[config.mk]
export PLATFORM = sky130hd
export DESIGN_NAME = ifetch_queue
export DESIGN_NICKNAME = d
export VERILOG_FILES = /design/src/rtl/ifetch_pkg.sv /design/src/rtl/ifetch_fifo.sv /design/src/rtl/ifetch_queue.sv
export SDC_FILE = /design/constraint.sdc
export NUM_CORES = 1
export LEC_CHECK = 0
export ABC_CLOCK_PERIOD_IN_PS = 7100
export BUFFER_PORTS_ARGS = -buffer_cell sky130_fd_sc_hd__buf_2
export CAP_MARGIN = 20
export CORE_MARGIN = 3
export CORE_UTILIZATION = 40
export CTS_BUF_LIST = sky130_fd_sc_hd__clkbuf_4
export CTS_CLUSTER_DIAMETER = 30
export CTS_CLUSTER_SIZE = 14
export DETAILED_ROUTE_END_ITERATION = 10
export PLACE_DENSITY = 0.62
export SYNTH_ARGS = -nofsm -noshare
export SYNTH_HDL_FRONTEND = slang
export SYNTH_SLANG_ARGS = --single-unit
[constraint.sdc]
create_clock -name clk -period 7.1 [get_ports clk]
set_clock_uncertainty 0.1 [all_clocks]
set_input_delay 1.42 -clock clk [delete_from_list [all_inputs] [get_ports clk]]
set_output_delay 1.42 -clock clk [all_outputs]
set_load 0.01 [all_outputs]
[src/rtl/ifetch_pkg.sv]
// ifetch_pkg: shared types for the instruction fetch stage.
// FSM state enum, queue entry struct and word-size constant.
package ifetch_pkg;

  localparam int IF_WORD_BYTES = 4;

  typedef enum logic [1:0] {
    IDLE  = 2'd0,
    FETCH = 2'd1,
    DRAIN = 2'd2
  } ifetch_state_e;

  typedef struct packed {
    logic [31:0] pc;
    logic [31:0] instr;
  } ifetch_entry_t;

endpackage

[src/rtl/ifetch_fifo.sv]
// ifetch_fifo: synchronous FIFO, parameterised data type and depth.
// Ports: clk, rst_n, clr_i, push_i/data_i, pop_i/data_o, count_o, full_o, empty_o.
module ifetch_fifo #(
  parameter type T     = logic [31:0],
  parameter int  DEPTH = 4,
  localparam int AW    = $clog2(DEPTH),
  localparam int CW    = AW + 1
) (
  input  logic          clk,
  input  logic          rst_n,
  input  logic          clr_i,
  input  logic          push_i,
  input  T              data_i,
  input  logic          pop_i,
  output T              data_o,
  output logic [CW-1:0] count_o,
  output logic          full_o,
  output logic          empty_o
);

  T              mem_q [DEPTH];
  logic [AW-1:0] wr_q;
  logic [AW-1:0] rd_q;
  logic [CW-1:0] cnt_q;
  logic          do_push;
  logic          do_pop;

  assign full_o  = (cnt_q == CW'(DEPTH));
  assign empty_o = (cnt_q == '0);
  assign do_push = push_i && !full_o;
  assign do_pop  = pop_i && !empty_o;
  assign data_o  = mem_q[rd_q];
  assign count_o = cnt_q;

  // Storage is reset so the head reads as zero out of reset.
  always_ff @(posedge clk or negedge rst_n) begin
    if (!rst_n) begin
      for (int i = 0; i < DEPTH; i++) begin
        mem_q[i] <= '0;
      end
      wr_q  <= '0;
      rd_q  <= '0;
      cnt_q <= '0;
    end else if (clr_i) begin
      wr_q  <= '0;
      rd_q  <= '0;
      cnt_q <= '0;
    end else begin
      if (do_push) begin
        mem_q[wr_q] <= data_i;
        wr_q        <= wr_q + AW'(1);
      end
      if (do_pop) begin
        rd_q <= rd_q + AW'(1);
      end
      cnt_q <= cnt_q + CW'(do_push) - CW'(do_pop);
    end
  end

endmodule

[src/rtl/ifetch_queue.sv]
// ifetch_queue: fetch stage with credit-limited requests, in-order
// prefetch queue and redirect drain. Ports: pc/flush/pc_adv to the PC
// register, imem_* request/grant/response, instr_* valid/ready to decode,
// fetch_misalign. Macro IFETCH_ALIGN_CHECK_EN enables the misalign check.
module ifetch_queue
  import ifetch_pkg::*;
#(
  parameter int DEPTH = 4
) (
  input  logic        clk,
  input  logic        rst_n,
  input  logic [31:0] pc,
  input  logic        flush,
  output logic        pc_adv,
  output logic        imem_req,
  output logic [31:0] imem_addr,
  input  logic        imem_gnt,
  input  logic        imem_rvalid,
  input  logic [31:0] imem_rdata,
  output logic        instr_valid,
  output logic [31:0] instr,
  output logic [31:0] instr_pc,
  input  logic        instr_ready,
  output logic        fetch_misalign
);

  localparam int CW = $clog2(DEPTH) + 1;
  localparam int OW = $clog2(IF_WORD_BYTES);

  ifetch_state_e state_q;
  logic [CW-1:0] drop_q;
  logic          mis_q;

  logic [CW-1:0] q_count;
  logic [CW-1:0] pcf_count;
  logic [CW:0]   used;
  logic [CW-1:0] inflight;
  logic [CW-1:0] drop_nx;
  logic          iq_empty;
  logic          iq_full;
  logic          pcf_empty;
  logic          pcf_full;
  logic          credit;
  logic          req_blk;
  logic          pc_misal;
  logic          grant;
  logic          keep;
  logic          pop;
  logic [31:0]   rsp_pc;
  ifetch_entry_t push_ent;
  ifetch_entry_t head;
  logic          unused;

`ifdef IFETCH_ALIGN_CHECK_EN
  assign pc_misal = |pc[OW-1:0];
  assign req_blk  = pc_misal | mis_q;
  assign unused   = &{1'b0, iq_full, pcf_full};
`else
  assign pc_misal = 1'b0;
  assign req_blk  = 1'b0;
  assign unused   = &{1'b0, iq_full, pcf_full, pc[OW-1:0]};
`endif

  // The PC FIFO count doubles as the outstanding-request counter.
  assign used     = {1'b0, q_count} + {1'b0, pcf_count};
  assign credit   = (used < (CW+1)'(DEPTH));
  assign imem_req = (state_q == FETCH) && !flush && credit && !req_blk;
  assign imem_addr = imem_req ? {pc[31:OW], OW'(0)} : '0;
  assign grant    = imem_req && imem_gnt;
  assign pc_adv   = grant;

  assign keep = imem_rvalid && !flush
             && (state_q == FETCH) && !pcf_empty;
  assign pop  = instr_valid && instr_ready && !flush;

  // In-flight responses still to arrive; one of the terms is always 0.
  assign inflight = pcf_count + drop_q;
  assign drop_nx  = inflight
                  - CW'(imem_rvalid && (inflight != '0));

  assign push_ent.pc    = rsp_pc;
  assign push_ent.instr = imem_rdata;

  assign instr_valid    = !iq_empty;
  assign instr          = head.instr;
  assign instr_pc       = head.pc;
  assign fetch_misalign = mis_q;

  always_ff @(posedge clk or negedge rst_n) begin
    if (!rst_n) begin
      state_q <= IDLE;
      drop_q  <= '0;
      mis_q   <= 1'b0;
    end else if (flush) begin
      drop_q  <= drop_nx;
      mis_q   <= 1'b0;
      state_q <= (drop_nx != '0) ? DRAIN : FETCH;
    end else begin
      unique case (state_q)
        IDLE: state_q <= FETCH;
        FETCH: mis_q <= mis_q | pc_misal;
        DRAIN: begin
          if (drop_q == '0) begin
            state_q <= FETCH;
          end else if (imem_rvalid) begin
            drop_q <= drop_q - CW'(1);
            if (drop_q == CW'(1)) begin
              state_q <= FETCH;
            end
          end
        end
        default: state_q <= IDLE;
      endcase
    end
  end

  ifetch_fifo #(
    .T     (logic [31:0]),
    .DEPTH (DEPTH)
  ) u_pcf (
    .clk     (clk),
    .rst_n   (rst_n),
    .clr_i   (flush),
    .push_i  (grant),
    .data_i  (pc),
    .pop_i   (keep),
    .data_o  (rsp_pc),
    .count_o (pcf_count),
    .full_o  (pcf_full),
    .empty_o (pcf_empty)
  );

  ifetch_fifo #(
    .T     (ifetch_entry_t),
    .DEPTH (DEPTH)
  ) u_iq (
    .clk     (clk),
    .rst_n   (rst_n),
    .clr_i   (flush),
    .push_i  (keep),
    .data_i  (push_ent),
    .pop_i   (pop),
    .data_o  (head),
    .count_o (q_count),
    .full_o  (iq_full),
    .empty_o (iq_empty)
  );

endmodule

==> reports/metrics.cfg <==
[yosys]
synth_compound_area_frac = 0.005895
synthMuxAreaShare = 0.3635
synth_cell_types = 36
synth_top_family_by_area = multiplexers
seq_area_frac_synth = 0.5589
synthTopCellsByCount = dfrtp_1, mux2_2, mux4_2, and2_1, mux2_1
yosys.area.top_type_share = 0.5589
synth_enable_flop_cells = 0
synth_simple_gate_area_frac = 0.02434
syn_area_um2 = 18040
synthXorXnorAreaFrac = 0.006311
synthArstFlopShare = 1.000
ys_warn_count = 0
yosys_register_bits = 403
synth_top_area_cell = dfrtp_1
syn_inst = 1094
synth-main-ff-cell = dfrtp_1
synth_adder_area_share = 0.01720
syn_area_per_cell_um2 = 16.49
synth.most_common_cell = dfrtp_1
synth_area_leaders = dfrtp_1, mux2_2, mux4_2, mux2_1, ha_1

[final_layout]
fin_cells = 1981
fillers = 3991
nets = 1402
regArea_um2 = 10090
drive_gt1_frac = 0.5736
area_delta_synth_final_pct = 15.55
multiInputGateArea_um2 = 7562

[power]
irDropWorstVdd_v = 0.0001449
leakagePower_nw = 10.56
power_density_nw_per_um2 = 307.6

[routing]
vias = 10160
drt_iter0_markers = 312
routedWlPerCell_um = 19.83
drc = 0
drt_wl_total_um = 39280
ant_nets = 0
drt_first_pass_iters = 4
viasPerCell = 5.129

[timing]
setup_violations = 0
slew_viol_final = 0
finalHoldViolCount = 0
tightest_slew_ps = 1059
rsz0062_at_grt = false
holdWs_ps = 390.4
fmax_mhz = 205.5
fin_crit_ps = 4867
slew_headroom = 0.2906
post-route-period-util = 0.6855
fin_tns_setup_ps = 0

[floorplanning]
rows = 77
start_util = 0.4062
die_h_um = 218.4
core_area_um2 = 44410
fp.dieW_um = 218.4
top_level_ports = 170
die_area_um2 = 47690

[clocking]
hold_buffers = 0
clock-sinks = 403
clock_path_buffers = 3
cts-root-buf = clkbuf_4
cts_max_level = 3
cts-buffers-inserted = 99
worstSkewPairLatency_ps = 800
clk_pin_slew_ps = 60
cts_tree = done
cts_setup_buffers = 0
post_cts_resized = 0

[global_route]
overflow = 0
antenna_found_initial = 3
grtUsageTotal = 0.1706
grt_pass1_vias = 11200
grt_max_degree = 117
grt_pass1_wl_um = 62960

[worst_hold_path]
hold_class = reg2reg

[place]
place_congestion = 0.7019
dp_hpwl_um = 23160
port_buffers = 166
dp_cells = 1800

[worst_setup_path]
required_ps = 5580
crit_path_end_kind = output port
path_max_fanout = 27
arrival_ps = 3350
path_class = in2out
cp-start-kind = primary input

[run_status]
status = finished clean

[flow_run]
drv_cap = 0

logic make-up after synthesis:
kind of cell	after synthesis
DFF	403
other	1
xor gates and xnor gates	13
AOI/OAI and AO/OA	11
adders and majority gates	23
and+or+nand+nor	72
buffers and inverters	84
muxes	487
metal layers:
metal,routed length [um],global-route usage
met2,18450,0.2699
met5,13,0
met3,1897,0.04310
met4,743,0.05349
met1,18170,0.2327
worst max-delay path, cell delays in order:
cell and delay, ps:
buf_2 200, or3b_4 470, a311oi_4 470, buf_4 430, and2_1 190, buf_2 130
report_power, final:
group	leakage [nW]	switching, W	total, W	internal (W)
clock network	0.806	0.000962	0.00215	0.00119
logic	4.23	0.000634	0.00140	0.000765
registers	5.52	0.000229	0.00286	0.00263
worst paths after layout:
path / endpoint / slack [ps] / startpoint / cells after the start
min: u_iq.mem_q[87] / 390 / u_iq.mem_q[87] / 1
min reg2reg: u_iq.mem_q[87] / 390 / u_iq.mem_q[87] / 1
max reg2reg: u_pcf.count_o[2] / 3720 / u_pcf.count_o[2] / 12
max in group asynchronous: u_pcf.mem_q[111] / 4850 / rst_n / 2
min in group asynchronous: u_iq.mem_q[209] / 630 / rst_n / 1
max: imem_addr[9] / 2230 / flush / 6
registers in the layout (all words and copies together), names as in the netlist:
name	cells
state_q	2
u_pcf.count_o	3
u_iq.mem_q	256
u_pcf.wr_q	2
drop_q	3
u_pcf.rd_q	2
u_pcf.mem_q	128
u_iq.rd_q	2
u_iq.wr_q	2
u_iq.count_o	3
cells in the final DEF, fill, tap and decap left out, drive strengths merged, types with 2 or more instances in the layout:
cell,count
fa,3
nand2,14
mux2,386
mux4,96
o31ai,3
conb,3
nor3,2
clkinvlp,4
nor2b,3
clkinv,43
inv,19
xor2,5
nor2,13
nand3,5
diode,3
a21oi,2
and2,31
clkbuf,121
or3,2
buf,177
xnor2,8
ha,20
bufinv,10
mux2i,5
dfrtp,403
layout make-up:
type / count / area share
Multi-Input combinational cell: 609 / 0.3627
Clock inverter: 57 / 0.02473
Clock buffer: 121 / 0.04357
Sequential cell: 403 / 0.4842
Timing Repair Buffer: 177 / 0.04549
Inverter: 19 / 0.003421
Tap cell: 592 / 0.03553
Antenna cell: 3 / 0.0003601
per-stage QoR:
| stage | setup WS [ps] | power [W] | util | instance area, um^2 |
|---|---|---|---|---|
| 4_1_cts | 2071 | 0.006551 | 0.4693 | 20840 |
| 3_5_place_dp | 2174 | 0.004344 | 0.4372 | 19420 |
| 2_1_floorplan | 2679 | 0.003828 | - | 18050 |
| 6_report | 2233 | 0.006412 | 0.4694 | 20850 |
| 5_1_grt | 1871 | 0.006836 | 0.4694 | 20850 |
| 3_3_place_gp | 2259 | 0.004294 | 0.4372 | 19420 |
(Power assumes the default switching activity.)
